### src/rtl/banco_registradores_param.sv
// banco_registradores_param: parametrised register bank with NUM_RD registered read ports and a busy scoreboard.
// Define REGFILE_BYPASS_EN to forward same-edge write data to matching read ports.
module banco_registradores_param #(
  parameter int DATA_W   = 32,
  parameter int ADDR_W   = 5,
  parameter int NUM_RD   = 2,
  parameter int ZERO_REG = 1
) (
  input  logic                       clock,
  input  logic                       reset_n,
  input  logic                       enable,
  input  logic [NUM_RD-1:0]          rdEn,
  input  logic [NUM_RD*ADDR_W-1:0]   rdAddr,
  output logic [NUM_RD*DATA_W-1:0]   rdData,
  output logic [NUM_RD-1:0]          rdReady,
  input  logic                       wrEn,
  input  logic [ADDR_W-1:0]          wrAddr,
  input  logic [DATA_W-1:0]          wrData,
  input  logic                       rsvEn,
  input  logic [ADDR_W-1:0]          rsvAddr,
  output logic                       rsvStall,
  output logic [2**ADDR_W-1:0]       busy
);
  localparam int DEPTH = 2**ADDR_W;
  logic [DATA_W-1:0] mem [DEPTH];
  logic [DEPTH-1:0]  busy_nxt;
  logic [DATA_W-1:0] rd_val [NUM_RD];
  logic [NUM_RD-1:0] rd_rdy;
  logic              wr_ok, rsv_ok, rsv_zero;
  assign wr_ok    = enable && wrEn && !(ZERO_REG != 0 && wrAddr == '0);
  assign rsv_zero = ZERO_REG != 0 && rsvAddr == '0;
  // a write landing on the same edge releases the register, so the reservation can go through
  assign rsvStall = enable && rsvEn && !rsv_zero && busy[rsvAddr] && !(wrEn && wrAddr == rsvAddr);
  assign rsv_ok   = enable && rsvEn && !rsv_zero && !rsvStall;
  always_comb begin
    busy_nxt = busy;
    if (wr_ok) busy_nxt[wrAddr] = 1'b0;
    if (rsv_ok) busy_nxt[rsvAddr] = 1'b1;
  end
  genvar i;
  for (i = 0; i < NUM_RD; i++) begin : g_rd
    logic [ADDR_W-1:0] ra;
    logic              rz, byp;
    assign ra = rdAddr[i*ADDR_W +: ADDR_W];
    assign rz = ZERO_REG != 0 && ra == '0;
`ifdef REGFILE_BYPASS_EN
    assign byp = wr_ok && wrAddr == ra;
`else
    assign byp = 1'b0;
`endif
    assign rd_val[i] = rz ? '0 : byp ? wrData : mem[ra];
    assign rd_rdy[i] = rz || byp || !busy[ra];
  end
  always_ff @(posedge clock or negedge reset_n) begin
    if (!reset_n) begin
      for (int n = 0; n < DEPTH; n++) mem[n] <= '0;
      busy    <= '0;
      rdData  <= '0;
      rdReady <= '0;
    end else if (enable) begin
      if (wr_ok) mem[wrAddr] <= wrData;
      busy <= busy_nxt;
      for (int k = 0; k < NUM_RD; k++)
        if (rdEn[k]) begin
          rdData[k*DATA_W +: DATA_W] <= rd_val[k];
          rdReady[k]                 <= rd_rdy[k];
        end
    end
  end
endmodule

### config.mk
export PLATFORM = sky130hd
export DESIGN_NAME = banco_registradores_param
export DESIGN_NICKNAME = d
export VERILOG_FILES = /design/src/rtl/banco_registradores_param.sv
export SDC_FILE = /design/constraint.sdc
export NUM_CORES = 2
export LEC_CHECK = 0
export ABC_AREA = 1
export BUFFER_PORTS_ARGS = -buffer_cell sky130_fd_sc_hd__clkbuf_2
export CAP_MARGIN = 40
export CORE_MARGIN = 1
export CORE_UTILIZATION = 30
export DETAILED_ROUTE_END_ITERATION = 6
export GPL_ROUTABILITY_DRIVEN = 0
export MAX_ROUTING_LAYER = met4
export PLACE_DENSITY = 0.41
export SLEW_MARGIN = 20
export SYNTH_ARGS = -nofsm -noshare
export SYNTH_HDL_FRONTEND = slang
export SYNTH_SLANG_ARGS = --single-unit
### constraint.sdc
create_clock -name clock -period 3.8 [get_ports clock]
set_input_delay 0.76 -clock clock [delete_from_list [all_inputs] [get_ports clock]]
set_output_delay 0.76 -clock clock [all_outputs]
set_load 0.01 [all_outputs]
Yosys cells after proc, flatten, opt, wreduce, memory -nomap -nowiden
Index checks and enable logic that the tools add are counted.
- reduce and logical (&&, ||, !) cells: 26
- equality and inequality tests: 1
- multiplexer cells: 23
- bitwise logic cells: 6
- order comparisons: 10
- operator list (cell ; count):
    bitwise mux 1024 bit ; 1
    binary-select mux 32 bit (select 5 bit) ; 2
    two-way mux 32 bit ; 9
    demux 32 bit (select 5 bit) ; 1
    AND 32 bit ; 1
    NOT 32 bit ; 1
    bitwise OR 32 bit ; 1
    < comparator 5 x 6 -> 1 bit (second input constant) ; 4
    zero test 5 bit ; 4
    >= comparator 6 bit (second input constant) ; 3
    NOT 5 -> 6 bit ; 3
    binary-select mux 1 bit (select 5 bit) ; 3
    logical AND 1 bit ; 11
    demux 1 bit (select 5 bit) ; 2
    >= comparator 5 x 1 -> 1 bit (second input constant) ; 2
    zero test 1 bit ; 6
    < comparator 6 x 1 -> 1 bit (second input constant) ; 1
    AND reduction 2 bit ; 3
    equality test 5 bit ; 1
    two-way mux 1 bit ; 5
    logical OR 1 bit ; 2
- word-level logic and storage cells: 103
- register bits after elaboration: 1122
- output and inout port bits: 99

Depth between registers and ports, before layout
- word-level depth: 9
- gate-level depth with buffers: 14

Worst setup path before layout
No wires, ideal clock.
- path type: input to output
- start: input port wrAddr[2]
- end: output port rsvStall
- stages on the path: 10
- buffers on the path: 2
- setup slack: 1.277 ns
- arrival: 1.763 ns
- data required time: 3.040 ns
- cells stage by stage: buf_2 -> inv_1 -> o22ai_1 -> nor2_1 -> nand3_1 -> nand2_1 -> inv_1 -> nand2_1 -> buf_2 -> inv_1
- cells in the longest elaborated chain, start to end: 4
- RTL lines (element ; RTL line ; RTL):
    start: declaration ; 17 ; input logic [ADDR_W-1:0] wrAddr,
    equality test 5 bit ; 33 ; assign rsvStall = enable && rsvEn && !rsv_zero && busy[rsvAddr] && !(wrEn && wrAddr == rsvAddr);
    logical AND 1 bit ; 33 ;
    zero test 1 bit ; 33 ;
    logical AND 1 bit ; 33 ;
    end: declaration ; 21 ; output logic rsvStall,
Every way passes these cells.

Worst setup path after layout
- start: register busy[23]
- end: output port rsvStall
- cells in the longest elaborated chain, start to end: 4
- RTL lines (element ; RTL line ; RTL):
    start: declaration ; 22 ; output logic [2**ADDR_W-1:0] busy
    start signal: assignment ; 62 ; busy <= busy_nxt;
    binary-select mux 1 bit (select 5 bit) ; 33 ;
    two-way mux 1 bit (not written as such) ; 33 ;
    logical AND 1 bit (2 in a row) ; 33 ;
Every way passes these cells. The select of a mux whose other input is x is not followed.

==> results.cfg <==
[drt]
drt_iter0_drc = 5905
drtAntennaViolNets = 0
wl_per_cell_um = 25.2
drc = 0
via_count = 59789
firstDrtPassIters = 7
routed_wl_mm = 284
viasPerCell = 5.32

[floorplanning]
die_area_um2 = 205000
num_rows = 165
ioPinCount = 158
die_w_um = 453
die_h_um = 453
start_util = 0.302
fp.coreArea_um2 = 202000

[global_routing]
grt_max_degree = 127
grt-ovfl-total = 0
grt_pass1_vias = 57386
grt_usage = 0.282
grt_pass1_wl_mm = 415
antenna_found_initial = 11

[clocking]
cts_root_buffer = clkbuf_16
clk_transition_reported_paths_ps = 60
cts_htree_levels = 4
clk_path_buf_depth = 3
postCtsSetupBuffers = 0
numCtsBuffers = 144
clk_latency_ps = 800
cts_resized = 0
cts.sinks = 1122
cts_tree = done

[worst_setup_path]
path_buf_inv = 2
startpoint = busy[23]$_DFFE_PN0P_
crit_chain = nand2_1 > nand2_1 > nand2_1 > nand2_1 > nand2_1 > nand2_1 > nor2_1 > nand2_1 > nand2_1 > inv_1 > clkbuf_2
crit_end = rsvStall
slowest_stage = dfrtp_1
cp-end-kind = output port
slowest_delay_ps = 640
critPathTopFamily = flip-flops
r2r_end = busy[23]$_DFFE_PN0P_
crit_top_cell = nand2_1
r2r-start = busy[23]$_DFFE_PN0P_
worst_ep_required_time_ps = 3040
cp.arrival_ps = 2260
ff2ff_setup_slack_ps = 1920
startpoint_type = register
cp.depth = 11
worstSetupPathType = register to output port
reg2regPathDepth = 12
critPathMaxFanout = 5

[outcome]
status = completed

[cells_and_area]
fillers = 21605
utilization = 0.346
nets = 8517
final_cells = 11235
syn2layout_area_growth_pct = 14.7
drive_gt1_frac = 0.0791

[sta]
drv_slew = 0
fin_skew_ps = 26.7
fin_ws_ps = 781
max_freq_ghz = 0.331
tightest_slew_ps = 866
hold_violations = 0
finalSetupTns_ps = 0
fin_crit_sh = 0.794
finalSetupViolCount = 0
grt_setup_unrepaired = no
slew_headroom = 0.422
final.min_clock_period_ps = 3020

[yosys]
synthSimpleGateAreaFrac = 0.346
synth_nets = 8783
synth-compound-area-share = 0.129
synth_area_um2 = 61100
synth_ff_type = dfrtp_1
async_flop_share = 1.00
avgSynthCellArea_um2 = 7.00
synthTopCellsByArea = dfrtp_1 (46%), nand2_1 (23%), nand3_1 (10%)
syn-instance-count = 8724
yosysTopAreaCell = dfrtp_1
yosysSeqAreaShare = 0.460
ys_ff_latch = 1122
synth.distinct_cells = 26
synth-edff-count = 0
synthAdderAreaFrac = 0
yosys_warnings = 0
synth.top_cell.area_share = 0.460
synth_top_family_by_area = simple AND/OR/NAND/NOR gates
synth_mux_area_frac = 0
synth-xor-area-share = 0

[pwr]
p_leak_nw = 32.3
power_density_nw_per_um2 = 492
peakVddDrop_mv = 0.504
report.power.total_w = 0.0345

[worst_hold_path]
hold_start = wrData[7]
min_path_type = input pin to register

[place]
pre_cts_ws_ps = 574
dpl.cell_count = 10983
hpwl_mm = 161
port-buffer-count = 157

[job]
cap_viol_max_count = 0
-- metal layers --
layer | up-vias | track usage | part of all wire
met5 | - | - | 0
met4 | 0 | 0.0877 | 0.032
met3 | 439 | 0.0337 | 0.055
met2 | 2086 | 0.432 | 0.45
met1 | 29352 | 0.386 | 0.46
li1 | 27912 | - | -
-- registers in the layout, indices dropped and copies added, names as in the netlist --
| name | cells |
|---|---|
| mem | 1024 |
| busy | 32 |
| rdReady | 2 |
| rdData | 64 |
-- cell usage in the layout (no fill, tap or decap), types with 4 or more instances in the layout --
cell,instances
clkbuf_1,30
bufinv_16,5
nor2_1,133
nand2_1,3760
nor3_2,5
inv_8,4
inv_6,7
o21ai_1,64
clkbuf_16,152
buf_8,21
buf_4,128
clkbuf_2,146
nand3_1,1242
clkbuf_8,42
inv_1,87
nand3_4,21
buf_16,10
nor3_1,10
inv_2,14
buf_12,86
a21oi_1,200
o21ai_0,1068
nand2_4,9
o22ai_1,35
dfrtp_1,1122
a21boi_0,64
clkinv_2,15
o211ai_1,64
-- worst reg2reg max path: stages (launching register included) --
cell and delay [ps]:
dfrtp_1 560, nand2_1 150, nand2_1 60, nand2_1 50, nand2_1 50, nand2_1 60
nand2_1 50, nor2_1 80, nand2_1 60, nand2_1 120, buf_4 350, nand3_1 160
nand2_1 80
-- logic make-up (layout without fill, tap and decap cells) --
group                  Yosys count  after routing
and+or+nand+nor               5190           5190
AOI/OAI and AO/OA             1496           1496
DFF                           1122           1122
buffers and inverters          916            752
other                            0              3
-- power breakdown --
group	total (W)	switching [W]	internal, W	leakage [nW]
sequential	0.0148	0.00128	0.0135	15.0
combinational	0.00565	0.00372	0.00193	15.0
clock	0.0141	0.00569	0.00837	2.35
total	0.0345	0.0107	0.0238	32.3
-- how the worst min path moves through the flow --
stage | end | depth (start not counted)
floorplan | mem[1000]$_DFFE_PN0P_ | 1
CTS | mem[103]$_DFFE_PN0P_ | 3
finish | mem[103]$_DFFE_PN0P_ | 3
global placement | mem[1007]$_DFFE_PN0P_ | 0
global route | mem[103]$_DFFE_PN0P_ | 3
detailed placement | mem[1017]$_DFFE_PN0P_ | 0
-- synth_stat cells (28+ instances only) --
cell	instances
buf_1	88
inv_1	100
o22ai_1	35
o21ai_1	64
buf_4	29
nor2_1	133
clkbuf_1	485
nand2_1	3771
a21oi_1	200
o21ai_0	1068
a21boi_0	64
o211ai_1	64
nand3_1	1263
buf_2	176
dfrtp_1	1122
buf_6	28
-- area by class of cell --
cell class / count / area (µm²) / area share
Multi-Input combinational cell: 6686 / 29300 / 0.419
Clock inverter: 26 / 284 / 0.00406
Clock buffer: 222 / 4470 / 0.0638
Antenna cell: 3 / 7.51 / 0.000107
Tap cell: 2672 / 3340 / 0.0477
Sequential cell: 1122 / 28100 / 0.401
Inverter: 110 / 460 / 0.00658
Timing Repair Buffer: 394 / 4040 / 0.0577
-- what timing repair did --
item                       CTS  global route
setup endpoints to repair    0             0
hold buffers                 1             0
hold endpoints to repair    28             0
-- metrics by stage --
stage | hold slack (ps) | area, µm²
2_1_floorplan | 451 | 61100
3_3_place_gp | 386 | 64700
3_5_place_dp | 389 | 65300
4_1_cts | 319 | 70000
5_1_grt | 373 | 70000
6_report | 373 | 70000
Power figures use the tool's default switching activity.
